File: src/rtl/jpeg_fb_writer.sv
// jpeg_fb_writer: converts jpeg_top's MCU-ordered pixel stream into raster frame-buffer writes.
// Optional JPEG_FBW_CLIP_EN drops MCU padding pixels outside ci_width x ci_heigth.
module jpeg_fb_writer #(
    parameter int ADDR_W = 24
) (
    input  logic              clk,
    input  logic              rst,
    input  logic              ci_en,
    input  logic              ci_411,
    input  logic [15:0]       ci_width,
    input  logic [15:0]       ci_heigth,
    input  logic [15:0]       ci_stride,
    input  logic [ADDR_W-1:0] ci_base,
    input  logic              bi_we,
    output logic              bo_next,
    input  logic              bi_begin,
    input  logic              bi_end,
    input  logic [7:0]        bi_r,
    input  logic [7:0]        bi_g,
    input  logic [7:0]        bi_b,
    input  logic [7:0]        bi_adr,
    input  logic [12:0]       bi_x_mcu,
    input  logic [12:0]       bi_y_mcu,
    output logic              mo_we,
    input  logic              mi_ready,
    output logic [ADDR_W-1:0] mo_adr,
    output logic [23:0]       mo_data,
    output logic              so_busy,
    output logic              so_done,
    output logic [31:0]       so_pix_cnt
);
    typedef enum logic [2:0] {IDLE, ARMED, RUN, DRAIN, DONE} state_e;
    state_e state_q, state_d;
    logic              cfg_411_q;
    logic [15:0]       cfg_stride_q;
    logic [ADDR_W-1:0] cfg_base_q;
    logic              s1_v_q;
    logic [31:0]       s1_x_q, s1_p_q;
    logic [23:0]       s1_d_q;
    logic              mo_we_q;
    logic [ADDR_W-1:0] mo_adr_q;
    logic [23:0]       mo_data_q;
    logic [31:0]       pix_cnt_q;
    logic              s2_stall, s1_en, accept, take, keep, arm;
    logic [31:0]       x, y, prod;

    assign arm      = (state_q == IDLE) & ci_en;
    assign s2_stall = mo_we_q & ~mi_ready;
    assign s1_en    = ~(s1_v_q & s2_stall);
    assign accept   = bi_we & bo_next;
    assign take     = accept & ((state_q == RUN) | bi_begin);
    assign x = cfg_411_q ? {15'd0, bi_x_mcu, bi_adr[3:0]} : {16'd0, bi_x_mcu, bi_adr[2:0]};
    assign y = cfg_411_q ? {15'd0, bi_y_mcu, bi_adr[7:4]} : {16'd0, bi_y_mcu, bi_adr[5:3]};
    assign prod = y * {16'd0, cfg_stride_q};

`ifdef JPEG_FBW_CLIP_EN
    logic [15:0] cfg_w_q, cfg_h_q;
    always_ff @(posedge clk) begin
        if (rst) begin
            cfg_w_q <= '0;
            cfg_h_q <= '0;
        end else if (arm) begin
            cfg_w_q <= ci_width;
            cfg_h_q <= ci_heigth;
        end
    end
    assign keep = (x < {16'd0, cfg_w_q}) & (y < {16'd0, cfg_h_q});
`else
    logic unused_dim;
    assign unused_dim = ^{ci_width, ci_heigth};
    assign keep = 1'b1;
`endif

    always_ff @(posedge clk) begin
        if (rst) state_q <= IDLE;
        else     state_q <= state_d;
    end

    always_comb begin
        state_d = state_q;
        case (state_q)
            IDLE:    state_d = ci_en ? ARMED : IDLE;
            ARMED:   state_d = (accept & bi_begin) ? (bi_end ? DRAIN : RUN) : ARMED;
            RUN:     state_d = (accept & bi_end) ? DRAIN : RUN;
            // Leave DRAIN as the last write handshakes so so_done follows it by one cycle
            DRAIN:   state_d = (~s1_v_q & (~mo_we_q | mi_ready)) ? DONE : DRAIN;
            DONE:    state_d = IDLE;
            default: state_d = IDLE;
        endcase
    end

    always_comb begin
        bo_next = ((state_q == ARMED) | (state_q == RUN)) & s1_en;
        so_busy = state_q != IDLE;
        so_done = state_q == DONE;
    end

    always_ff @(posedge clk) begin
        if (rst) begin
            cfg_411_q    <= 1'b0;
            cfg_stride_q <= '0;
            cfg_base_q   <= '0;
            s1_v_q       <= 1'b0;
            s1_x_q       <= '0;
            s1_p_q       <= '0;
            s1_d_q       <= '0;
            mo_we_q      <= 1'b0;
            mo_adr_q     <= '0;
            mo_data_q    <= '0;
            pix_cnt_q    <= '0;
        end else begin
            if (arm) begin
                cfg_411_q    <= ci_411;
                cfg_stride_q <= ci_stride;
                cfg_base_q   <= ci_base;
            end
            if (s1_en) begin
                s1_v_q <= take & keep;
                s1_x_q <= x;
                s1_p_q <= prod;
                s1_d_q <= {bi_r, bi_g, bi_b};
            end
            if (~s2_stall) begin
                mo_we_q   <= s1_v_q;
                mo_adr_q  <= ADDR_W'(32'(cfg_base_q) + s1_p_q + s1_x_q);
                mo_data_q <= s1_d_q;
            end
            pix_cnt_q <= arm ? 32'd0 : pix_cnt_q + {31'd0, mo_we_q & mi_ready};
        end
    end

    assign mo_we      = mo_we_q;
    assign mo_adr     = mo_adr_q;
    assign mo_data    = mo_data_q;
    assign so_pix_cnt = pix_cnt_q;
endmodule

File: config.mk
export PLATFORM = sky130hd
export DESIGN_NAME = jpeg_fb_writer
export DESIGN_NICKNAME = d
export VERILOG_FILES = /design/src/rtl/jpeg_fb_writer.sv
export SDC_FILE = /design/constraint.sdc
export NUM_CORES = 1
export LEC_CHECK = 0
export ABC_AREA = 1
export BUFFER_PORTS_ARGS = -buffer_cell sky130_fd_sc_hd__buf_2
export CAP_MARGIN = 40
export CORE_ASPECT_RATIO = 0.8
export CORE_MARGIN = 2
export CORE_UTILIZATION = 33
export CTS_BUF_LIST = sky130_fd_sc_hd__clkbuf_4
export DETAILED_ROUTE_END_ITERATION = 8
export HOLD_SLACK_MARGIN = 0.12
export PLACE_DENSITY_LB_ADDON = 0.2
export SYNTH_ARGS = -nofsm -noshare
export SYNTH_HDL_FRONTEND = slang
export SYNTH_SLANG_ARGS = --single-unit
File: constraint.sdc
create_clock -name clk -period 5.87 [get_ports clk]
set_input_delay 0.8805 -clock clk [delete_from_list [all_inputs] [get_ports clk]]
set_output_delay 0.8805 -clock clk [all_outputs]
set_load 0.05 [all_outputs]
* Yosys cells after proc, flatten, opt, wreduce, memory -nomap -nowiden
Cells that the tools add are included.
** Storage, ports and cells
- Output and inout port bits :: 84
- Register bits :: 191
- Word-level logic and storage cells :: 48
- Bits of input ports :: 138
** Cells by class
- Multiply operators :: 1
- Bitwise gates (word level) :: 17
- Multiplexer cells :: 8
- Equality and inequality tests :: 4
- $add $sub $neg :: 3
- Reductions and logical operators :: 3
** Operator list (number)
- $mux W17 :: 2
- $add A32 B1 Y32 :: 1
- $add A24 B17 Y24 :: 1
- $add A24 B24 Y24 :: 1
- $mul A17 B16 Y24 :: 1
- $pmux W3 S4 :: 1
- $and A1 B1 Y1 :: 10
- $eq A3 B2 Y1 const B :: 2
- $not A1 Y1 :: 4
- $eq A3 B1 Y1 const B :: 1
- $eq A3 B3 Y1 const B :: 1
- $logic_not A3 Y1 :: 1
- $mux W1 :: 3
- $mux W3 :: 1
- $or A1 B1 Y1 :: 3
- $reduce_bool A3 Y1 :: 1
- $mux W2 :: 1
- $reduce_or A2 Y1 :: 1

* Logic depth before layout (Yosys ltp)
- Depth in word-level cells :: 9
- Depth in mapped cells :: 34
- Gate-level depth less buffers :: 30

* Worst setup path after synthesis
OpenSTA, ideal clock, no wires.
- Path type :: input to register
- From :: input port bi_y_mcu[3]
- To :: register s1_p_q[21]
- Setup slack :: -275 ps
- Library setup time :: 115 ps
- Arrival time :: 6030 ps
- Required time :: 5755 ps
- Stages on the path :: 27
- Buffers on the path :: 1
- Cell sequence :: inv_1 > nand2_1 > nand2_1 > inv_1 > clkbuf_1 > nand2_1 > fa_1 > fa_1 > fa_1 > inv_1 > fa_1 > fa_1 > inv_1 > fa_1 > inv_1 > ha_1 > nand2_1 > nor2_1 > nand2_1 > o211ai_1 > nand2_1 > nand3_1 > nand3_1 > nand2_1 > nor2_1 > o21ai_0 > inv_1
** Between the ends
- Longest elaborated chain between the ends :: 2
** RTL lines
- start, declared :: line 23 : input logic [12:0] bi_y_mcu,
- $mux W17 :: line 53 : assign y = cfg_411_q ? {15'd0, bi_y_mcu, bi_adr[7:4]} : {16'd0, bi_y_mcu, bi_adr[5:3]};
- $mul A17 B16 Y24 :: line 54 : assign prod = y * {16'd0, cfg_stride_q};
- end signal, assigned :: line 120 : s1_p_q <= prod;
- end, declared :: line 38 : logic [31:0] s1_x_q, s1_p_q;
Every way passes these cells.
A chain may end at the register's enable or synchronous reset.

* Worst setup path in the final report
- From :: register cfg_411_q
- To :: register s1_p_q[21]
** Between the ends
- Longest elaborated chain between the ends :: 2
** RTL lines
- start, declared :: line 34 : logic cfg_411_q;
- start signal, assigned :: line 113 : cfg_411_q <= ci_411;
- $mux W17 :: line 53
- $mul A17 B16 Y24 :: line 54
Every way passes these cells.

==> out/results.ini <==
[run_status]
outcome = finished clean

[floorplan]
die_h_um = 202
rows = 72
initial_core_util_pct = 33.5
core_um2 = 48500
dieArea_um2 = 51000
fp.dieW_um = 252
ios = 222

[global_route]
grt_usage_pct = 19.5
grt_pass1_wl_um = 77300
grt-ovfl-total = 0
grt_pass1_vias = 14315
antenna_found_initial = 2
grt_max_degree = 108

[worst_setup_path]
crit_top_cell = fa_1
cp-start-kind = register
r2r-start = cfg_411_q
slowest_stage = fa_1
critPathCaptureType = register
timing_worst_setup_path_type = register to register
critPathMaxStageDelay_ps = 530
cp_max_fo = 17
cp.arrival_ps = 6410
startpoint = cfg_411_q
cp.required_ps = 6450

[route]
first_iter_violations = 829
wl_per_cell_um = 16.0
firstDrtPassIters = 5
drc_errors = 0
antenna_left = 0
viasPerCell = 4.72
finalWirelength_um = 48700
via_count = 14362

[clock_tree]
cts_hold_buffers = 0
clock-sinks = 191
cts_htree_levels = 4
clk_latency_ps = 710
path_clk_slew_ps = 250
cts-buffers-inserted = 17
cts_tree = done
cts.path.max_buffers = 2
cts-root-buf = clkbuf_4

[placed_design]
hpwl_um = 39800
dp.cells = 3003
io_buffers = 189
gp_congestion = 0.930

[power]
vdd_drop_max_mv = 0.354
switching_share_pct = 49.6
p_leak_nw = 9.84
p_sw_w = 0.00433
p_int_w = 0.00440
powerDensity_nw_per_um2 = 452
clkPwrFrac_pct = 9.2
power_frac_seq_pct = 18.7
combPwrFrac_pct = 72.1

[timing]
final.min_clock_period_ps = 5840
rsz0062_at_grt = true
hold_viol = 0
finalSetupViolations = 0
post-route-period-util_pct = 99.4
slew_viol_final = 0
fin_skew_ps = 58.2
worstMarginPinSlew_ps = 624
hold_slack_ps = 422
slew_headroom_pct = 58.4
fmax_mhz = 171

[final_layout]
layout-drive-gt1-share_pct = 18.2
register_area_um2 = 3830
nets = 2826
instances_no_fill = 3042
nFillCells = 5138
syn2layout_area_growth_pct = 18.8
multi_input_area_um2 = 10700

[hold_path]
hold_start = ci_stride[12]
worst_hold_path_type = primary input to register

[flow_run]
maxCapViolations = 0

[synthesis]
synth_seq_area_share_pct = 23.5
synth_area_per_cell_um2 = 7.62
netlist_area_um2 = 16200
yosys_warnings = 0
synth.distinct_cells = 49
yosys_register_bits = 191
synth_nets = 2558
syn-instance-count = 2131

-- power by group through the flow --
| stage | combinational [W] | clock (W) | sequential, W |
|---|---|---|---|
| 2_1_floorplan | 0.00386 | 0 | 0.00186 |
| 3_3_place_gp | 0.00622 | 0 | 0.00166 |
| 3_5_place_dp | 0.00626 | 0 | 0.00166 |
| 4_1_cts | 0.00628 | 0.000839 | 0.00164 |
| 5_1_grt | 0.00722 | 0.000884 | 0.00166 |
| 6_report | 0.00630 | 0.000800 | 0.00163 |
-- cell usage in the layout, fill, tap and decap left out, types with 16 or more instances in the layout --
cell        n
dfxtp_1   189
nand2_1   325
buf_2     189
o21ai_0   173
ha_1       94
xor2_1     27
clkbuf_4   17
inv_1     398
o21bai_1   16
nand3_1    41
a21oi_1   105
buf_4     126
nor2_1    315
a31oi_1    17
fa_1      191
nor3_1     18
-- through the flow --
stage               instance area (µm²)  setup TNS [ps]  util, %  worst slack (ps)  power, W
finish                            19300               0     39.8              34.8   0.00873
CTS                               19200               0     39.6              7.34   0.00875
global route                      19300           -1360     39.8              -271   0.00976
floorplan                         16300               0        -              6.09   0.00572
detailed placement                18900           -4430     38.9              -461   0.00792
global placement                  18800           -4100     38.8              -454   0.00788
-- state kept, by name, summed over array words and instances, names as in the netlist, 3 cells and up --
register      count
cfg_stride_q     16
mo_data          24
state_q           3
cfg_base_q       24
s1_p_q           24
so_pix_cnt       32
s1_x_q           17
mo_adr           24
s1_d_q           24
-- path summary, 6_finish.rpt --
check	end	slack, ps	cells after the start
hold / removal	cfg_stride_q[12]	420	3
hold reg to reg	cfg_base_q[22]	470	2
setup reg to reg	s1_p_q[21]	30	28
setup / recovery	s1_p_q[21]	30	28
-- cell type report --
| class | instances | share of cell area [%] |
|---|---|---|
| inverters | 415 | 8.18 |
| flip-flops and latches | 191 | 19.8 |
| clock buffers | 17 | 0.661 |
| clock inverters | 15 | 0.960 |
| repair buffers | 325 | 10.9 |
| multi-input cells | 1449 | 55.4 |
| diodes | 1 | 0.0130 |
| well taps | 629 | 4.08 |
-- timing repair --
item / 4_1_cts / 5_1_grt
buffers inserted: 0 / 5
pin swaps: 0 / 4
cloned: 0 / 1
endpoints found under the setup margin: 2 / 13
resized for setup: 3 / 15
-- logic make-up after synthesis --
logic type,share of synthesized area [%]
adder cells (fa/ha/maj),31.1
AND/OR/NAND/NOR,20.0
flip-flops,23.5
XOR/XNOR,2.10
buffers and inverters,11.5
AO/OA/AOI/OAI,11.7
-- synthesized netlist by cell type (all sizes together) --
library cell / number / area, µm²
xnor2: 12 / 105
a221oi: 1 / 8.76
or2: 16 / 100
dfxtp: 191 / 3820
a41oi: 1 / 8.76
ha: 97 / 1210
nand4: 14 / 109
a31oi: 17 / 106
o21a: 3 / 22.5
a21oi: 108 / 541
inv: 412 / 1550
clkbuf: 69 / 259
nand3b: 3 / 22.5
a21boi: 1 / 7.51
o211ai: 7 / 52.6
nor4: 1 / 6.26
o21bai: 16 / 120
nor3b: 5 / 42.5
o221ai: 1 / 8.76
and2: 1 / 8.76
o21ai: 183 / 946
a211oi: 3 / 22.5
xor2: 27 / 236
nor2: 325 / 1270
a21o: 7 / 52.6
nor3: 20 / 110
and3: 1 / 6.26
nand3: 46 / 245
nand2: 341 / 1340
clkinv: 3 / 11.3
buf: 7 / 53.8
fa: 192 / 3840
-- worst max-delay path: cells and delay by family (launching register included) --
family,cells,cell delay (ps)
adder cells (fa/ha/maj),7,3160
AO/OA/AOI/OAI,3,470
buffers and inverters,8,760
flip-flops,1,450
AND/OR/NAND/NOR,10,910
-- layer usage --
metal | global-route usage, % | part of all wire [%] | vias up
met5 | 0 | 0.033 | -
met4 | 3.47 | 1.1 | 2
met3 | 4.65 | 6.6 | 32
met2 | 29.7 | 43 | 382
met1 | 28.4 | 49 | 6853
li1 | - | - | 7093
(Power assumes the default switching activity.)
